<file path="src/rtl/dual_plane_injection_scheduler_if.sv">
// NI-side flit handshake, plane-side output strobes and per-plane credit returns.
// master: NI and router planes; slave: the scheduler.
interface dual_plane_injection_scheduler_if #(
  parameter int VC_NUM = 2,
  parameter int FLIT_W = 64,
  parameter int VC_W   = (VC_NUM > 1) ? $clog2(VC_NUM) : 1
) ();
  logic              in_valid;
  logic              in_ready;
  logic [FLIT_W-1:0] in_data;
  logic [VC_W-1:0]   in_vc;
  logic              in_head;
  logic              in_tail;
  logic [1:0]        out_valid;
  logic [FLIT_W-1:0] out_data;
  logic [VC_W-1:0]   out_vc;
  logic [VC_NUM-1:0] credit_p0;
  logic [VC_NUM-1:0] credit_p1;

  modport master (
    output in_valid, in_data, in_vc, in_head, in_tail, credit_p0, credit_p1,
    input  in_ready, out_valid, out_data, out_vc
  );

  modport slave (
    input  in_valid, in_data, in_vc, in_head, in_tail, credit_p0, credit_p1,
    output in_ready, out_valid, out_data, out_vc
  );
endinterface

</file>
<file path="src/rtl/dual_plane_injection_scheduler.sv">
// Per-packet plane pick with per-plane/VC credits; 1-cycle registered output, in_ready from credits only.
// Optional PLANE_STATS_EN adds per-plane head-flit counters (tied to 0 when undefined).
module dual_plane_injection_scheduler #(
  parameter int VC_NUM      = 2,
  parameter int BUFFER_SIZE = 8,
  parameter int FLIT_W      = 64,
  parameter int VC_W        = (VC_NUM > 1) ? $clog2(VC_NUM) : 1
) (
  input  logic clk,
  input  logic rst,
  dual_plane_injection_scheduler_if.slave bus,
  output logic        err_o,
  output logic [15:0] pkt_cnt_p0,
  output logic [15:0] pkt_cnt_p1
);
  localparam int CNT_W = $clog2(BUFFER_SIZE + 1);
  localparam logic [CNT_W-1:0] CNT_MAX = CNT_W'(BUFFER_SIZE);
  localparam logic [CNT_W-1:0] CNT_ONE = CNT_W'(1);

  typedef enum logic [1:0] {IDLE, LOCK_P0, LOCK_P1} state_t;

  state_t                  state;
  logic                    rr;
  logic [VC_W-1:0]         locked_vc;
  logic [CNT_W-1:0]        cnt [2][VC_NUM];
  logic [1:0][VC_NUM-1:0]  crd;
  logic [VC_W-1:0]         cur_vc;
  logic [1:0]              avail;
  logic                    sel_plane;
  logic                    dst;
  logic                    ready;
  logic                    accept;
  logic                    fwd;

  assign crd          = {bus.credit_p1, bus.credit_p0};
  assign bus.in_ready = ready;

  always_comb begin
    cur_vc = (state == IDLE) ? bus.in_vc : locked_vc;
    avail  = 2'b00;
    for (int v = 0; v < VC_NUM; v++) begin
      if (cur_vc == VC_W'(v)) begin
        avail[0] = (cnt[0][v] != '0);
        avail[1] = (cnt[1][v] != '0);
      end
    end
    sel_plane = (&avail) ? rr : avail[1];
    case (state)
      LOCK_P0: begin ready = avail[0]; dst = 1'b0; end
      LOCK_P1: begin ready = avail[1]; dst = 1'b1; end
      default: begin ready = bus.in_head ? (|avail) : 1'b1; dst = sel_plane; end
    endcase
    accept = bus.in_valid & ready;
    // Body flits arriving in IDLE are swallowed, never forwarded.
    fwd    = accept & ((state != IDLE) | bus.in_head);
  end

  always_ff @(posedge clk) begin
    if (rst) begin
      state         <= IDLE;
      rr            <= 1'b0;
      locked_vc     <= '0;
      err_o         <= 1'b0;
      bus.out_valid <= 2'b00;
      bus.out_data  <= '0;
      bus.out_vc    <= '0;
      for (int p = 0; p < 2; p++)
        for (int v = 0; v < VC_NUM; v++)
          cnt[p][v] <= CNT_MAX;
    end else begin
      bus.out_valid <= 2'b00;
      if (fwd) begin
        bus.out_valid <= dst ? 2'b10 : 2'b01;
        bus.out_data  <= bus.in_data;
        bus.out_vc    <= cur_vc;
      end

      // A send and a credit on the same counter cancel out.
      for (int p = 0; p < 2; p++) begin
        for (int v = 0; v < VC_NUM; v++) begin
          if (crd[p][v] && !(fwd && dst == 1'(p) && cur_vc == VC_W'(v))) begin
            if (cnt[p][v] == CNT_MAX) err_o <= 1'b1;
            else                      cnt[p][v] <= cnt[p][v] + CNT_ONE;
          end else if (!crd[p][v] && fwd && dst == 1'(p) && cur_vc == VC_W'(v)) begin
            cnt[p][v] <= cnt[p][v] - CNT_ONE;
          end
        end
      end

      case (state)
        IDLE: begin
          if (accept) begin
            if (bus.in_head) begin
              locked_vc <= bus.in_vc;
              if (&avail) rr <= ~rr;
              if (!bus.in_tail) state <= sel_plane ? LOCK_P1 : LOCK_P0;
            end else begin
              err_o <= 1'b1;
            end
          end
        end
        LOCK_P0, LOCK_P1: begin
          if (accept) begin
            if (bus.in_head) err_o <= 1'b1;
            if (bus.in_tail) state <= IDLE;
          end
        end
        default: state <= IDLE;
      endcase
    end
  end

`ifdef PLANE_STATS_EN
  always_ff @(posedge clk) begin
    if (rst) begin
      pkt_cnt_p0 <= '0;
      pkt_cnt_p1 <= '0;
    end else if (fwd && state == IDLE) begin
      if (dst) pkt_cnt_p1 <= pkt_cnt_p1 + 16'd1;
      else     pkt_cnt_p0 <= pkt_cnt_p0 + 16'd1;
    end
  end
`else
  assign pkt_cnt_p0 = '0;
  assign pkt_cnt_p1 = '0;
`endif
endmodule

</file>
<file path="src/flat_wrapper.sv">
// flat-port wrapper written by rule: the top's interface ports become plain ports
module dual_plane_injection_scheduler_flat 
#(
  parameter int VC_NUM      = 2,
  parameter int BUFFER_SIZE = 8,
  parameter int FLIT_W      = 64,
  parameter int VC_W        = (VC_NUM > 1) ? $clog2(VC_NUM) : 1
)
  (clk, rst, err_o, pkt_cnt_p0, pkt_cnt_p1, bus_in_valid, bus_in_data, bus_in_vc, bus_in_head, bus_in_tail, bus_credit_p0, bus_credit_p1, bus_in_ready, bus_out_valid, bus_out_data, bus_out_vc);
  dual_plane_injection_scheduler_if #(.VC_NUM(VC_NUM), .FLIT_W(FLIT_W), .VC_W(VC_W)) bus_i ();
  input  logic clk;
  input  logic rst;
  output logic err_o;
  output logic [15:0] pkt_cnt_p0;
  output logic [15:0] pkt_cnt_p1;
  input wire logic [$bits(bus_i.in_valid)-1:0] bus_in_valid;
  input wire logic [$bits(bus_i.in_data)-1:0] bus_in_data;
  input wire logic [$bits(bus_i.in_vc)-1:0] bus_in_vc;
  input wire logic [$bits(bus_i.in_head)-1:0] bus_in_head;
  input wire logic [$bits(bus_i.in_tail)-1:0] bus_in_tail;
  input wire logic [$bits(bus_i.credit_p0)-1:0] bus_credit_p0;
  input wire logic [$bits(bus_i.credit_p1)-1:0] bus_credit_p1;
  output wire logic [$bits(bus_i.in_ready)-1:0] bus_in_ready;
  output wire logic [$bits(bus_i.out_valid)-1:0] bus_out_valid;
  output wire logic [$bits(bus_i.out_data)-1:0] bus_out_data;
  output wire logic [$bits(bus_i.out_vc)-1:0] bus_out_vc;
  assign bus_i.in_valid = bus_in_valid;
  assign bus_i.in_data = bus_in_data;
  assign bus_i.in_vc = bus_in_vc;
  assign bus_i.in_head = bus_in_head;
  assign bus_i.in_tail = bus_in_tail;
  assign bus_i.credit_p0 = bus_credit_p0;
  assign bus_i.credit_p1 = bus_credit_p1;
  assign bus_in_ready = bus_i.in_ready;
  assign bus_out_valid = bus_i.out_valid;
  assign bus_out_data = bus_i.out_data;
  assign bus_out_vc = bus_i.out_vc;
  dual_plane_injection_scheduler #(.VC_NUM(VC_NUM), .BUFFER_SIZE(BUFFER_SIZE), .FLIT_W(FLIT_W), .VC_W(VC_W)) u_core (.clk(clk), .rst(rst), .bus(bus_i), .err_o(err_o), .pkt_cnt_p0(pkt_cnt_p0), .pkt_cnt_p1(pkt_cnt_p1));
endmodule
</file>
<file path="config.mk">
export PLATFORM = sky130hd
export DESIGN_NAME = dual_plane_injection_scheduler_flat
export DESIGN_NICKNAME = d
export VERILOG_FILES = /design/src/rtl/dual_plane_injection_scheduler_if.sv /design/src/rtl/dual_plane_injection_scheduler.sv /design/src/flat_wrapper.sv
export SDC_FILE = /design/constraint.sdc
export NUM_CORES = 1
export LEC_CHECK = 0
export BUFFER_PORTS_ARGS = -buffer_cell sky130_fd_sc_hd__buf_4
export CORE_MARGIN = 8
export CORE_UTILIZATION = 30
export DETAILED_ROUTE_END_ITERATION = 8
export HOLD_SLACK_MARGIN = 0.06
export PLACE_DENSITY = 0.61
export RECOVER_POWER = 25
export SKIP_LAST_GASP = 1
export SLEW_MARGIN = 10
export SYNTH_ARGS = -nofsm -noshare
export SYNTH_HDL_FRONTEND = slang
export SYNTH_SLANG_ARGS = --single-unit
</file>
<file path="constraint.sdc">
create_clock -name clk -period 5.93 [get_ports clk]
set_clock_uncertainty 0.2 [all_clocks]
set_input_delay 1.186 -clock clk [delete_from_list [all_inputs] [get_ports clk]]
set_output_delay 1.186 -clock clk [all_outputs]
set_load 0.01 [all_outputs]
</file>
==> results_dict.tcl <==
set metrics [dict create \
    status "finished, final reports clean" \
    nets 730 \
    gp_congestion 0.802 \
    synth_warnings 0 \
    setup.worst_path.end_class "flip-flop" \
    period_share_pct 78.7 \
    synth-simple-area-share_pct 20.4 \
    clk_pin_slew_ns 0.06 \
    synth_ff_type "dfxtp_1" \
    post-route-util_pct 39.5 \
    drc 0 \
    dp_cells 809 \
    post-route-min-period_ns 4.67 \
    post-place-ws_ns 0.911 \
    crit_required_ns 5.82 \
    clock_latency_ns 0.33 \
    slowest_delay_ns 0.47 \
    dieArea_sq_um 18100 \
    layout-drive-gt1-share_pct 20.2 \
    min_from "u_core.bus.out_data[49]$_SDFFE_PP0N_" \
    vias_per_cell 4.68 \
    clk_path_buf_depth 2 \
    slew_headroom_pct 34.1 \
    synth.mux.area_fraction_pct 1.45 \
    row_count 43 \
    start_util_pct 30.6 \
    cp_slowest_cell "mux2i_2" \
    sequentialPowerShare_pct 43.8 \
    grt_max_degree 90 \
    place_hpwl_mm 8.97 \
    die_y_um 135 \
    wl_mm 12.1 \
    gr-total-overflow 0 \
    diodes 0 \
    tritoncts "built" \
    startpoint_type "primary input" \
    die_w_um 135 \
    slew_violations 0 \
    ir_drop_mv 0.109 \
    cts.root.buffer_cell "clkbuf_16" \
    avgSynthCellArea_sq_um 8.26 \
    post_drt_wl_per_cell_um 14.6 \
    min-delay-path-class "flip-flop to flip-flop" \
    finalHoldViolCount 0 \
    vias 3861 \
    synth_fa_ha_area_share_pct 5.09 \
    initialDrtViolationCount 193 \
    yosysUniqueCellTypes 52 \
    core_region_area_sq_um 13800 \
    grt_pass1_wl_mm 19.4 \
    switching_share_pct 30.4 \
    p_leak_nw 2.28 \
    postCtsResizedCells 0 \
    mostFrequentLayoutCells "nand2_1 (147), buf_4 (102), dfxtp_1 (72), a21oi_1 (71), clkbuf_1 (43)" \
    synth-xor-area-share_pct 1.24 \
    antenna_found_initial 0 \
    num-fill-cells 1455 \
    mostFrequentLayoutCell "nand2_1" \
    cp-startpoint "bus_in_vc" \
    power.density_nw_per_um2 305 \
    io_buffers 142 \
    path_cells "buf_4, mux2i_2, mux2_2, o22a_1, a21oi_4, buf_4, nand2b_1, nor2_1, nand2_1, inv_1, ha_1, a21o_1, a21oi_1, xnor2_1, xnor2_1, nand2b_1" \
    clkSinkCount 88 \
    finalSetupTns_ns 0 \
    drtPass1Iterations 4 \
    rsz0062_at_grt "no" \
    syn_area_sq_um 4230 \
    first_global_vias 3947 \
    ys_async_sr_fraction_pct 0 \
    crit_fanout 41 \
    cts_inserted_buffers 9 \
    finalSetupViolCount 0 \
    post_cts_buffers 0 \
    worstSetupPathType "primary input to flip-flop" \
    comb_power_share_pct 21.4 \
    antenna_left 0 \
    p_switching_mw 0.508 \
    worstReg2RegStart "u_core.state[0]$_SDFFE_PP0P_" \
    drv_cap 0 \
    htreeDepth 3 \
    seq_area_sq_um 1920 \
    p_total_mw 1.67 \
    clkPwrFrac_pct 34.8 \
    synth_edf_count 16 \
    ctsHoldBuffers 0 \
    fin_ws_ns 1.26 \
    grt_util_all_layers_pct 13.1 \
    tightest_slew_ns 0.976 \
    seq_area_frac_synth_pct 45.5 \
    ys_ff_latch 88 \
    io_pins 175 \
    p_int_mw 1.16 \
    synth_compound_area_share_pct 16.8 \
    syn-instance-count 512 \
    fmax_mhz 214 \
    synth_top_family_by_area "simple AND/OR/NAND/NOR gates" \
    syn2layout_area_growth_pct 29.3 \
    multiInputGateArea_sq_um 2030 \
    stdcell_count 825 \
    arrival_ns 4.56 \
]
## registers in the layout, summed over array words and instances, names as in the netlist
signal	count
u_core.state	2
u_core.locked_vc	1
u_core.bus.out_vc	1
u_core.bus.out_valid	2
u_core.bus.out_data	64
u_core.cnt	16
u_core.rr	1
u_core.err_o	1
## Yosys cell counts (all sizes together), types with 3 or more instances
cell type | count | area [sq um]
a21oi | 72 | 364
ha | 14 | 175
a211oi | 4 | 35.0
a31o | 3 | 26.3
nor2b | 3 | 18.8
edfxtp | 16 | 480
inv | 16 | 60.1
o31ai | 4 | 30.0
nor2 | 17 | 63.8
or3 | 3 | 18.8
nor4 | 6 | 37.5
buf | 35 | 253
o22a | 5 | 43.8
clkbuf | 24 | 90.1
xnor2 | 4 | 35.0
o21ai | 8 | 43.8
nand2 | 147 | 552
nand3 | 6 | 30.0
nand2b | 4 | 25.0
dfxtp | 72 | 1440
nor3 | 7 | 35.0
mux2 | 3 | 37.5
a21o | 7 | 52.6
## stage by stage
| stage | hold slack (ns) | area (sq um) |
|---|---|---|
| floorplan | 0.281 | 4340 |
| detailed placement | 0.248 | 5320 |
| global placement | 0.242 | 5320 |
| global route | 0.275 | 5470 |
| finish | 0.254 | 5470 |
| CTS | 0.258 | 5630 |
## layout make-up
type,count,area share (%)
multi-input cells,380,37.1
flip-flops and latches,88,35.1
repair buffers,145,17.0
clock buffers,9,4.12
well taps,180,4.12
clock inverters,7,1.46
inverters,16,1.10
## worst max-delay path: cells and delay by family
kind	cells	cell delay, ns
muxes	2	0.90
buffers and inverters	3	0.64
xor gates and xnor gates	2	0.29
and+or+nand+nor	4	0.48
adders and majority gates	1	0.25
AOI/OAI and AO/OA	4	0.81
## layer usage
metal  GRT usage [%]  share of wire, %
met3            3.86               6.9
met2            22.4                51
met5               0                 0
met4            5.93               1.9
met1            14.7                41
## power by group through the flow
stage,Sequential (mW),Combinational [mW],Clock (mW)
floorplan,0.743,0.238,0
global placement,0.741,0.360,0
detailed placement,0.745,0.373,0
CTS,0.732,0.375,0.603
global route,0.742,0.402,0.629
finish,0.732,0.358,0.580
## final timing paths
| check | cells after the start | slack (ns) | end |
|---|---|---|---|
| setup / recovery | 16 | 1.26 | u_core.cnt[0][3]$_SDFFCE_PP1P_ |
| hold / removal | 2 | 0.25 | u_core.bus.out_data[49]$_SDFFE_PP0N_ |
| setup reg to reg | 17 | 1.41 | u_core.cnt[0][3]$_SDFFCE_PP1P_ |
| hold reg to reg | 2 | 0.25 | u_core.bus.out_data[49]$_SDFFE_PP0N_ |
## cell families (layout without fill, tap and decap cells)
group                      after synthesis  in the layout
and+or+nand+nor                        204            204
DFF                                     88             88
buffers and inverters                   75            177
muxes                                    5              5
AOI/OAI and AO/OA                      117            117
adders and majority gates               16             16
other                                    1             32
xor gates and xnor gates                 6              6
Note: power is estimated with default switching activity, not from simulation.
